==> src/rtl/matrix_operand_loader_pkg.sv <==
// rtl/matrix_operand_loader_pkg.sv - shared types, defaults and index helper for the operand loader
package matrix_operand_loader_pkg;

  localparam int OP_WIDTH_DEFAULT  = 8;
  localparam int ACC_WIDTH_DEFAULT = 32;

  localparam logic [1:0] ST_LOAD_A = 2'd0;
  localparam logic [1:0] ST_LOAD_B = 2'd1;
  localparam logic [1:0] ST_ISSUE  = 2'd2;
  localparam logic [1:0] ST_WAIT   = 2'd3;

  typedef enum logic [1:0] {
    LOAD_A = ST_LOAD_A,
    LOAD_B = ST_LOAD_B,
    ISSUE  = ST_ISSUE,
    WAIT   = ST_WAIT
  } loader_state_t;

  // Row-major flat index of element (r,c) in an n x n matrix; the multiplier
  // unpacks its operand buses with the same mapping.
  function automatic int unsigned elem_idx(input int unsigned r,
                                           input int unsigned c,
                                           input int unsigned n);
    return r * n + c;
  endfunction

endpackage

==> src/rtl/matrix_operand_loader_if.sv <==
// rtl/matrix_operand_loader_if.sv - serial operand element stream into the loader
interface matrix_operand_loader_if
  import matrix_operand_loader_pkg::*;
#(
  parameter int OP_WIDTH = OP_WIDTH_DEFAULT
);

  logic                in_valid;
  logic                in_ready;
  logic [OP_WIDTH-1:0] in_data;
  logic                in_last;

  modport master (
    output in_valid,
    output in_data,
    output in_last,
    input  in_ready
  );

  modport slave (
    input  in_valid,
    input  in_data,
    input  in_last,
    output in_ready
  );

endinterface

==> src/rtl/matrix_operand_loader.sv <==
// rtl/matrix_operand_loader.sv - packs a serial A/B element stream into operand buses and starts the multiplier
module matrix_operand_loader
  import matrix_operand_loader_pkg::*;
#(
  parameter int N        = 2,
  parameter int OP_WIDTH = OP_WIDTH_DEFAULT
)
(
  input  logic                     clk,
  input  logic                     reset,
  matrix_operand_loader_if.slave   in_s,
  output logic [N*N*OP_WIDTH-1:0]  mat_a,
  output logic [N*N*OP_WIDTH-1:0]  mat_b,
  output logic                     start,
  input  logic                     mult_done,
  output logic                     busy,
  output logic                     err,
  input  logic                     err_clear
);

  localparam int NN    = N * N;
  localparam int CNT_W = (NN > 1) ? $clog2(NN) : 1;
  localparam logic [CNT_W-1:0] CNT_LAST = CNT_W'(NN - 1);

  loader_state_t           state_q, state_d;
  logic [CNT_W-1:0]        cnt_q, cnt_d;
  logic [NN*OP_WIDTH-1:0]  mat_a_q, mat_a_d;
  logic [NN*OP_WIDTH-1:0]  mat_b_q, mat_b_d;
  logic                    err_q, err_d;
  logic                    live_q;
  logic                    accept;
  logic                    at_last;
  logic                    frame_err;

  // Holds in_ready low until the first edge after reset is released.
  always_ff @(posedge clk or posedge reset) begin
    if (reset) begin
      live_q <= 1'b0;
    end else begin
      live_q <= 1'b1;
    end
  end

  assign in_s.in_ready = live_q && ((state_q == LOAD_A) || (state_q == LOAD_B));
  assign accept        = in_s.in_valid && in_s.in_ready;
  assign at_last       = (cnt_q == CNT_LAST);

  // Next-state: element placement, pair framing and the start/wait handshake.
  always_comb begin
    state_d   = state_q;
    cnt_d     = cnt_q;
    mat_a_d   = mat_a_q;
    mat_b_d   = mat_b_q;
    frame_err = 1'b0;
    case (state_q)
      LOAD_A: begin
        if (accept) begin
          mat_a_d[OP_WIDTH*cnt_q +: OP_WIDTH] = in_s.in_data;
          if (in_s.in_last) begin
            // in_last can only mark the final B element.
            frame_err = 1'b1;
            cnt_d     = '0;
          end else if (at_last) begin
            cnt_d   = '0;
            state_d = LOAD_B;
          end else begin
            cnt_d = cnt_q + 1'b1;
          end
        end
      end
      LOAD_B: begin
        if (accept) begin
          mat_b_d[OP_WIDTH*cnt_q +: OP_WIDTH] = in_s.in_data;
          if (at_last) begin
            cnt_d = '0;
            if (in_s.in_last) begin
              state_d = ISSUE;
            end else begin
              // Pair ended without its marker: drop it, no start.
              frame_err = 1'b1;
              state_d   = LOAD_A;
            end
          end else if (in_s.in_last) begin
            frame_err = 1'b1;
            cnt_d     = '0;
            state_d   = LOAD_A;
          end else begin
            cnt_d = cnt_q + 1'b1;
          end
        end
      end
      ISSUE: begin
        state_d = WAIT;
      end
      WAIT: begin
        if (mult_done) begin
          state_d = LOAD_A;
          cnt_d   = '0;
        end
      end
      default: begin
        state_d = LOAD_A;
        cnt_d   = '0;
      end
    endcase
  end

  // Sticky error flag; a new framing error takes priority over a clear.
  always_comb begin
    err_d = err_q;
    if (frame_err) begin
      err_d = 1'b1;
    end else if (err_clear) begin
      err_d = 1'b0;
    end
  end

  // State, counter, operand buffers and error register.
  always_ff @(posedge clk or posedge reset) begin
    if (reset) begin
      state_q <= LOAD_A;
      cnt_q   <= '0;
      mat_a_q <= '0;
      mat_b_q <= '0;
      err_q   <= 1'b0;
    end else begin
      state_q <= state_d;
      cnt_q   <= cnt_d;
      mat_a_q <= mat_a_d;
      mat_b_q <= mat_b_d;
      err_q   <= err_d;
    end
  end

  assign mat_a = mat_a_q;
  assign mat_b = mat_b_q;
  assign start = (state_q == ISSUE);
  assign busy  = (state_q == ISSUE) || (state_q == WAIT);
  assign err   = err_q;

endmodule

==> src/flat_wrapper.sv <==
// flat-port wrapper written by rule: the top's interface ports become plain ports
module matrix_operand_loader_flat import matrix_operand_loader_pkg::*;
#(
  parameter int N        = 2,
  parameter int OP_WIDTH = OP_WIDTH_DEFAULT
)
  (clk, reset, mat_a, mat_b, start, mult_done, busy, err, err_clear, in_s_in_valid, in_s_in_data, in_s_in_last, in_s_in_ready);
  matrix_operand_loader_if #(.OP_WIDTH(OP_WIDTH)) in_s_i ();
  input  logic clk;
  input  logic reset;
  output logic [N*N*OP_WIDTH-1:0] mat_a;
  output logic [N*N*OP_WIDTH-1:0] mat_b;
  output logic start;
  input  logic mult_done;
  output logic busy;
  output logic err;
  input  logic err_clear;
  input wire logic [$bits(in_s_i.in_valid)-1:0] in_s_in_valid;
  input wire logic [$bits(in_s_i.in_data)-1:0] in_s_in_data;
  input wire logic [$bits(in_s_i.in_last)-1:0] in_s_in_last;
  output wire logic [$bits(in_s_i.in_ready)-1:0] in_s_in_ready;
  assign in_s_i.in_valid = in_s_in_valid;
  assign in_s_i.in_data = in_s_in_data;
  assign in_s_i.in_last = in_s_in_last;
  assign in_s_in_ready = in_s_i.in_ready;
  matrix_operand_loader #(.N(N), .OP_WIDTH(OP_WIDTH)) u_core (.clk(clk), .reset(reset), .in_s(in_s_i), .mat_a(mat_a), .mat_b(mat_b), .start(start), .mult_done(mult_done), .busy(busy), .err(err), .err_clear(err_clear));
endmodule
==> config.mk <==
export PLATFORM = sky130hd
export DESIGN_NAME = matrix_operand_loader_flat
export DESIGN_NICKNAME = d
export VERILOG_FILES = /design/src/rtl/matrix_operand_loader_pkg.sv /design/src/rtl/matrix_operand_loader_if.sv /design/src/rtl/matrix_operand_loader.sv /design/src/flat_wrapper.sv
export SDC_FILE = /design/constraint.sdc
export NUM_CORES = 1
export LEC_CHECK = 0
export ABC_CLOCK_PERIOD_IN_PS = 2900
export BUFFER_PORTS_ARGS = -buffer_cell sky130_fd_sc_hd__buf_4
export CAP_MARGIN = 0
export CORE_UTILIZATION = 50
export CTS_CLUSTER_DIAMETER = 80
export DETAILED_ROUTE_END_ITERATION = 10
export PLACE_DENSITY = 0.76
export SYNTH_ARGS = -nofsm -noshare
export SYNTH_HDL_FRONTEND = slang
export SYNTH_SLANG_ARGS = --single-unit
==> constraint.sdc <==
create_clock -name clk -period 2.9 [get_ports clk]
set_input_delay 0.58 -clock clk [delete_from_list [all_inputs] [get_ports clk]]
set_output_delay 0.58 -clock clk [all_outputs]
set_load 0.03 [all_outputs]
**Yosys cells after proc, flatten, opt, wreduce, memory -nomap -nowiden**

Cells that the tools add are included.

- Eq/ne operators: 10
- Bitwise gates (word level): 0
- Order comparisons: 0
- Div/mod/pow operators: 0
- Add/subtract/negate cells: 2
- Shifts and indexed selects: 2
- Multiplexer cells: 26
- $mul: 0
- Reduce and logical (&&, ||, !) cells: 11

Operators by type and width:

| operator | count |
|---|---|
| $bwmux W32 | 2 |
| $neg A5 Y34 | 1 |
| $shift A8 B34 Y32 const A | 1 |
| $shiftx A8 B34 Y32 | 1 |
| $mux W2 | 14 |
| $pmux W2 S4 | 1 |
| $mux W1 | 7 |
| $eq A2 B2 Y1 const B | 3 |
| $ne A2 B1 Y1 const B | 3 |
| $pmux W2 S3 | 1 |
| $reduce_and A6 Y1 | 1 |
| $ne A2 B2 Y1 const B | 2 |
| $reduce_and A2 Y1 | 2 |
| $reduce_and A4 Y1 | 1 |
| $ne A3 B2 Y1 const B | 1 |
| $reduce_bool A3 Y1 | 1 |
| $add A2 B1 Y2 const B | 1 |
| $eq A2 B1 Y1 const B | 1 |
| $logic_and A1 B1 Y1 | 2 |
| $logic_not A2 Y1 | 1 |
| $logic_or A1 B1 Y1 | 2 |
| $pmux W1 S2 | 1 |
| $reduce_bool A2 Y1 | 1 |

- Flip-flop bits (word level): 70
- Bits of input ports: 14
- ROM bits: 0
- Logic and storage cells: 57
- Bits in writable memories: 0
- Bits in latches: 0
- Memories kept: 0
- Output and inout bits: 68

**Longest topological paths before layout**

Gate-level depths: netlist of run 1.

- Depth in word-level cells: 7
- Depth in mapped cells: 5
- Mapped depth without buffers: 5

**Worst setup path after synthesis of run 1**

No wires, ideal clock.

- Kind: register to output
- Start: register (tool-made name)
- End: output start
- Setup slack: 1.129 ns
- Cell stages (with the launch flop): 4
- Data arrival time: 1.191 ns
- Buffers on the path: 2
- Data required time: 2.320 ns
- Cell sequence: dfrtp_1 buf_2 buf_2 nor2b_1

RTL lines:

| element | line | RTL |
|---|---|---|
| end: declaration | flat_wrapper.sv:13 | `output logic start;` |

**Worst setup path after layout of run 1**

- Start: register u_core.state_q[0]
- End: register u_core.mat_b_q[12] (netlist: u_core.mat_b[12])

- Word-level cells in the longest chain between the ends: 5
- Elaborated cells between the ends (all ways): 6
- Classes of those cells: 1 x eq/ne; 5 x reduce/logical

RTL lines:

| element | line | RTL |
|---|---|---|
| start: declaration | matrix_operand_loader.sv:25 | `loader_state_t state_q, state_d;` |
| start signal: assignment | matrix_operand_loader.sv:127 | `state_q <= state_d;` |
| $eq A2 B1 Y1 / $logic_not A2 Y1 (equally long branches) | matrix_operand_loader.sv:44, matrix_operand_loader.sv:55 |  |
| $logic_or A1 B1 Y1 | matrix_operand_loader.sv:44 | `assign in_s.in_ready = live_q && ((state_q == LOAD_A) \|\| (state_q == LOAD_B));` |
| $logic_and A1 B1 Y1 | matrix_operand_loader.sv:44 |  |
| $logic_and A1 B1 Y1 | matrix_operand_loader.sv:45 | `assign accept = in_s.in_valid && in_s.in_ready;` |
| $reduce_and A2 Y1 (no line) (*) | - |  |
| end signal: assignment | matrix_operand_loader.sv:130 | `mat_b_q <= mat_b_d;` |
| end: declaration | matrix_operand_loader.sv:28 | `logic [NN*OP_WIDTH-1:0] mat_b_q, mat_b_d;` |

Mark *: on every way between the ends. The rest lies on a longest branch, timed or not.
A chain may end at the register's enable or synchronous reset.

==> run metrics, run 1 <==
Area Overhead vs Synth 30.9%; drc violations 0; DRT Pass-1 Iters 4; Power Dens Cells 878 nW/um^2; worst r2r path cells 3; post-DP HPWL 4940 um; status finished, final reports clean; Reg clk slew, reported paths 80 ps; most frequent cells in the layout buf_4, dfrtp_1, mux2_2; Total Nets Final 335; Final Core Density 0.683; worst-skew pair later-pin latency 340 ps; Simple-Gate Fraction of Synth Area 0.141; die area 6540 um^2; Worst path max stage delay 710 ps; CTS Hold Buffers Added 0; Initial Util 0.522; row cnt 28; first-pass GRT wire length 11,000 um; Mapped Nets 242; post-synthesis cell area 3110 um^2; filler instances 448; Slew Viols, Final 0; area of placed instances 3830 um^2; register area share after synthesis 0.564; unrepaired setup endpoints after global routing false; fraction of layout cells with a size suffix above 1 0.549; Yosys cell types 26; crit path launch type flop; postcts setup bufs 0; critical path arrival 2210 ps; Detailed Route WL 6890 um; DIE HEIGHT 80.8 um; crit share post-route 0.686; routability cong. 0.819; CTS HTree Levels 3; Syn Area/Cell 14.1 um^2; critical path class reg2reg; CTS Buf Count 9; Buf+Inv Stages, Crit Path 0; commonest non-fill, non-tap cell in the layout buf_4; worst reg2reg path endpoint u_core.mat_b[12]$_DFFE_PP0P_; pin count of the biggest net entering global routing 31; initial antenna violation count 0; number of max-cap violations 0; Worst Path Max Fanout 11; Syn Inst Count 221; critical path required time 3130 ps; Fin. Hold Viols 0; Final min period 1990 ps; IO Port Bufs 81; diode count 0; Yosys warning count 0; flop2flop setup slack 910 ps; mux contribution to synthesized area 0.238; Top-Level Pins 82; main combinational cell family by area after synthesis multiplexers; Area contributors post-synth dfrtp_1, mux2_2, and2_1; root buffer cell clkbuf_8; post-synthesis register bit count 70; Setup TNS 0 ps; post-synthesis compound-gate area fraction 0.0137; First DRT Iteration DRCs 108; critical path cell sequence nand2b_1, nor2_4, mux2_2; vias post-DR 2,076; Post-Synth Adder-Cell Area 0.0282; clock sinks 70; global route overflow 0; area of the multi-input gates 1310 um^2; P_leak 2.08 nW; via-per-instance ratio 5.27; CP delay by family, top simple AND/OR/NAND/NOR gates; max frequency 503 MHz; CTS tree done; fin area 4070 um^2; # setup viols final 0; Routed Antenna Nets 0; crit end category flop; reg2reg start u_core.state_q[0]$_DFFE_PP0P_; worst slew pin tran 578 ps; Slew headroom 0.615; clk_skew 6.13 ps; cell taking the most area after synthesis dfrtp_1; Worst VDD drop 0.000579 V; top-area cell type share of the netlist area 0.564; WL/cell 17.5 um; clock buffer depth 2; Resize count post-CTS 0; core area 5960 um^2; post-synthesis xor/xnor area fraction 0; Sequential Area 1750 um^2; Total GRT Usage 0.235; Die X 80.8 um; Hold/Removal Path Class in2async; slowest stage cell, crit path dfrtp_1; vias in the first global route 2,140
## cell families (layout without fill, tap and decap cells)
logic type | Yosys count | count (layout)
compound gates | 6 | 6
mux | 66 | 66
other cells | 1 | 1
buf+inv | 10 | 108
fa+ha+maj | 7 | 7
simple gates | 61 | 61
flops | 70 | 70
## routing by layer
layer / track usage / vias up / share of wire / wire [um]
met4: 0.114 / 0 / 0.021 / 146
li1: - / 955 / - / -
met1: 0.311 / 1033 / 0.45 / 3090
met5: 0 / - / 0 / 0
met3: 0.0562 / 12 / 0.064 / 439
met2: 0.364 / 76 / 0.47 / 3210
## state kept, by name, indices dropped and copies added, names as in the netlist, named ones only
signal,count
u_core.mat_a,32
u_core.mat_b,32
u_core.cnt_q,2
u_core.err,1
u_core.live_q,1
u_core.state_q,1
## layout make-up
cell class / count / area share
clock buffers: 10 / 0.0314
repair buffers: 87 / 0.161
well taps: 75 / 0.0231
clock inverters: 6 / 0.0271
flip-flops and latches: 70 / 0.431
multi-input cells: 141 / 0.323
inverters: 5 / 0.00461
## power by group
| part | switching [W] | total, W | leakage (nW) | internal, W |
|---|---|---|---|---|
| Clock | 0.000363 | 0.000933 | 0.112 | 0.000570 |
| Combinational | 0.000759 | 0.00130 | 1.01 | 0.000542 |
| Sequential | 0.000157 | 0.00134 | 0.958 | 0.00118 |
## metrics by stage
step	hold WS, ps	total power [W]	worst slack (ps)	std cells
global route	305	0.00374	780	394
CTS	276	0.00361	896	394
floorplan	603	0.00217	552	221
detailed placement	477	0.00267	906	378
finish	275	0.00357	911	394
global placement	473	0.00264	934	378
## synthesized netlist by cell type (all sizes together)
cell and instances:
o32ai 1, nand3 5, o21ai 2, mux2 64, and2 32, nor2 6, dfrtp 70, nand2b 1
o211ai 2, nor2b 2, nand2 3, nor3 4, o41ai 1, inv 5, nand3b 2, buf 4
and3b 1, ha 7, clkbuf 1, conb 1, nor3b 3, or4b 2, mux2i 2
## worst max path at each step
| stage | startpoint | to | slack [ps] | cells after the start |
|---|---|---|---|---|
| finish | u_core.state_q[0]$_DFFE_PP0P_ | u_core.mat_b[12]$_DFFE_PP0P_ | 910 | 3 |
| floorplan | reset | async pin | 550 | 1 |
| global placement | u_core.state_q[0]$_DFFE_PP0P_ | u_core.mat_b[11]$_DFFE_PP0P_ | 930 | 3 |
| global route | u_core.state_q[0]$_DFFE_PP0P_ | u_core.mat_b[12]$_DFFE_PP0P_ | 780 | 3 |
| detailed placement | u_core.state_q[0]$_DFFE_PP0P_ | u_core.mat_b[26]$_DFFE_PP0P_ | 910 | 3 |
| CTS | u_core.state_q[0]$_DFFE_PP0P_ | u_core.mat_b[26]$_DFFE_PP0P_ | 900 | 3 |
Note: power is estimated with default switching activity, not from simulation.
==> run 2: changes to the inputs <==
ABC_CLOCK_PERIOD_IN_PS = 2000   (was 2900)
clock period = 2 ns   (was 2.9 ns; I/O delays follow)
==> run 2 against run 1 <==
Critical path depth is 3 higher; count of clock-buffer cells in the layout is 1 higher; via count is 1.7% higher; first-iteration DRC count is 19% higher; register-to-register slack worse by 730 ps; critical endpoint is now u_core.mat_a[17]$_DFFE_PP0P_.
==> run metrics, run 2 (synthesis results as in run 1) <==
status finished, final reports clean; initial antenna violation count 0; P_leak 2.08 nW; critical path class reg2reg; Clock power frac 0.202; Final min period 1820 ps; routability cong. 0.835; Total GRT Usage 0.231; DRT Pass-1 Iters 4; core area 5960 um^2; pin count of the biggest net entering global routing 71; DIE HEIGHT 80.8 um; Slew Viols, Final 0; diode count 0; crit path launch type flop; commonest non-fill, non-tap cell in the layout buf_4; Initial Util 0.522; drc violations 0; dpl ws -38.2 ps; area of placed instances 3870 um^2; crit end category flop; Worst Path Max Fanout 8; Logic pwr share 0.414; sw frac 0.377; CTS tree done; internal power 0.00305 W; Routed Antenna Nets 0; Sequential Area 1750 um^2; row cnt 28; clock sinks 70; critical path arrival 2040 ps; Detailed Route WL 6730 um; filler instances 456; CTS HTree Levels 3; first-pass GRT wire length 11,000 um; most frequent cells in the layout buf_4, dfrtp_1, mux2_2; global route overflow 0; root buffer cell clkbuf_8; P_sw 0.00184 W; Sequential Power Share 0.384; Area Overhead vs Synth 30.6%; Power Dens Cells 1210 nW/um^2; Hold/Removal Path Class in2async; WL/cell 17.0 um; clock buffer depth 2; vias in the first global route 2,089; worst-skew pair later-pin latency 330 ps; CTS Hold Buffers Added 0; Fin. Hold Viols 0; Top-Level Pins 82; CTS Buf Count 9; crit share post-route 0.911; met2 routed WL 3130 um; IO Port Bufs 81; postcts setup bufs 0; Total Nets Final 338; number of max-cap violations 0; Final Core Density 0.682; unrepaired setup endpoints after global routing false; area of the multi-input gates 1330 um^2; # setup viols final 0; Worst VDD drop 0.000725 V; met1 wire length 3010 um; top sig layer met4; Die X 80.8 um; worst slew pin tran 509 ps; fin area 4060 um^2; met3 WL 447 um; vias post-DR 2,112; die area 6540 um^2; via-per-instance ratio 5.33; fraction of layout cells with a size suffix above 1 0.564; post-DP HPWL 4800 um; critical path required time 2220 ps; PnR worst setup slack 178 ps; clk_skew 7.50 ps; Reg clk slew, reported paths 70 ps; Slew headroom 0.660; max frequency 549 MHz; First DRT Iteration DRCs 128
-- run 2: power by group through the flow --
stage	clock network [W]	registers [W]	logic (W)
6_report	0.000990	0.00188	0.00203
4_1_cts	0.00102	0.00188	0.00202
3_5_place_dp	0	0.00190	0.00201
2_1_floorplan	0	0.00243	0.000712
5_1_grt	0.00108	0.00192	0.00217
3_3_place_gp	0	0.00189	0.00197
-- run 2: worst max-delay path, cell delays in order (launching register included) --
cell,delay (ps)
dfrtp_1,390
inv_1,100
buf_4,130
ha_1,130
nand3_1,180
nor3_4,400
mux2_2,390
-- run 2: final cells by class --
class                   instances  share of cell area
multi-input cells             141               0.327
inverters                       5             0.00555
clock buffers                  11              0.0373
clock inverters                 4             0.00555
flip-flops and latches         70               0.432
repair buffers                 90               0.170
well taps                      75              0.0231
-- run 2: repair_timing --
action,CTS,global route
setup endpoints to repair,16,32
resized for setup,1,2
cloned,0,0
-- run 2: path summary, 6_finish.rpt --
kind | from | end | slack (ps) | cells after the start
hold reg to reg | u_core.mat_b[13]$_DFFE_PP0P_ | u_core.mat_b[13]$_DFFE_PP0P_ | 500 | 1
setup / recovery | u_core.cnt_q[0]$_DFFE_PP0P_ | u_core.mat_a[17]$_DFFE_PP0P_ | 180 | 6
hold / removal | reset | u_core.mat_a[23]$_DFFE_PP0P_ | 170 | 3
max in group asynchronous | reset | u_core.mat_a[11]$_DFFE_PP0P_ | 1550 | 3
setup reg to reg | u_core.cnt_q[0]$_DFFE_PP0P_ | u_core.mat_a[17]$_DFFE_PP0P_ | 180 | 6
min in group clk | err_clear | u_core.err$_DFFE_PP0P_ | 260 | 2
-- run 2: per-stage QoR --
step                hold slack [ps]  setup TNS [ps]  cells  total power, W
global route                    196               0    396         0.00517
detailed placement              488            -263    381         0.00391
CTS                             180               0    396         0.00492
finish                          170               0    396         0.00490
global placement                472               0    381         0.00387
floorplan                       505               0    221         0.00315
-- run 2: per-layer routing --
| layer | track usage | vias up |
|---|---|---|
| li1 | - | 969 |
| met1 | 0.323 | 1052 |
| met2 | 0.351 | 77 |
| met3 | 0.0494 | 14 |
| met4 | 0.0929 | 0 |
| met5 | 0 | - |
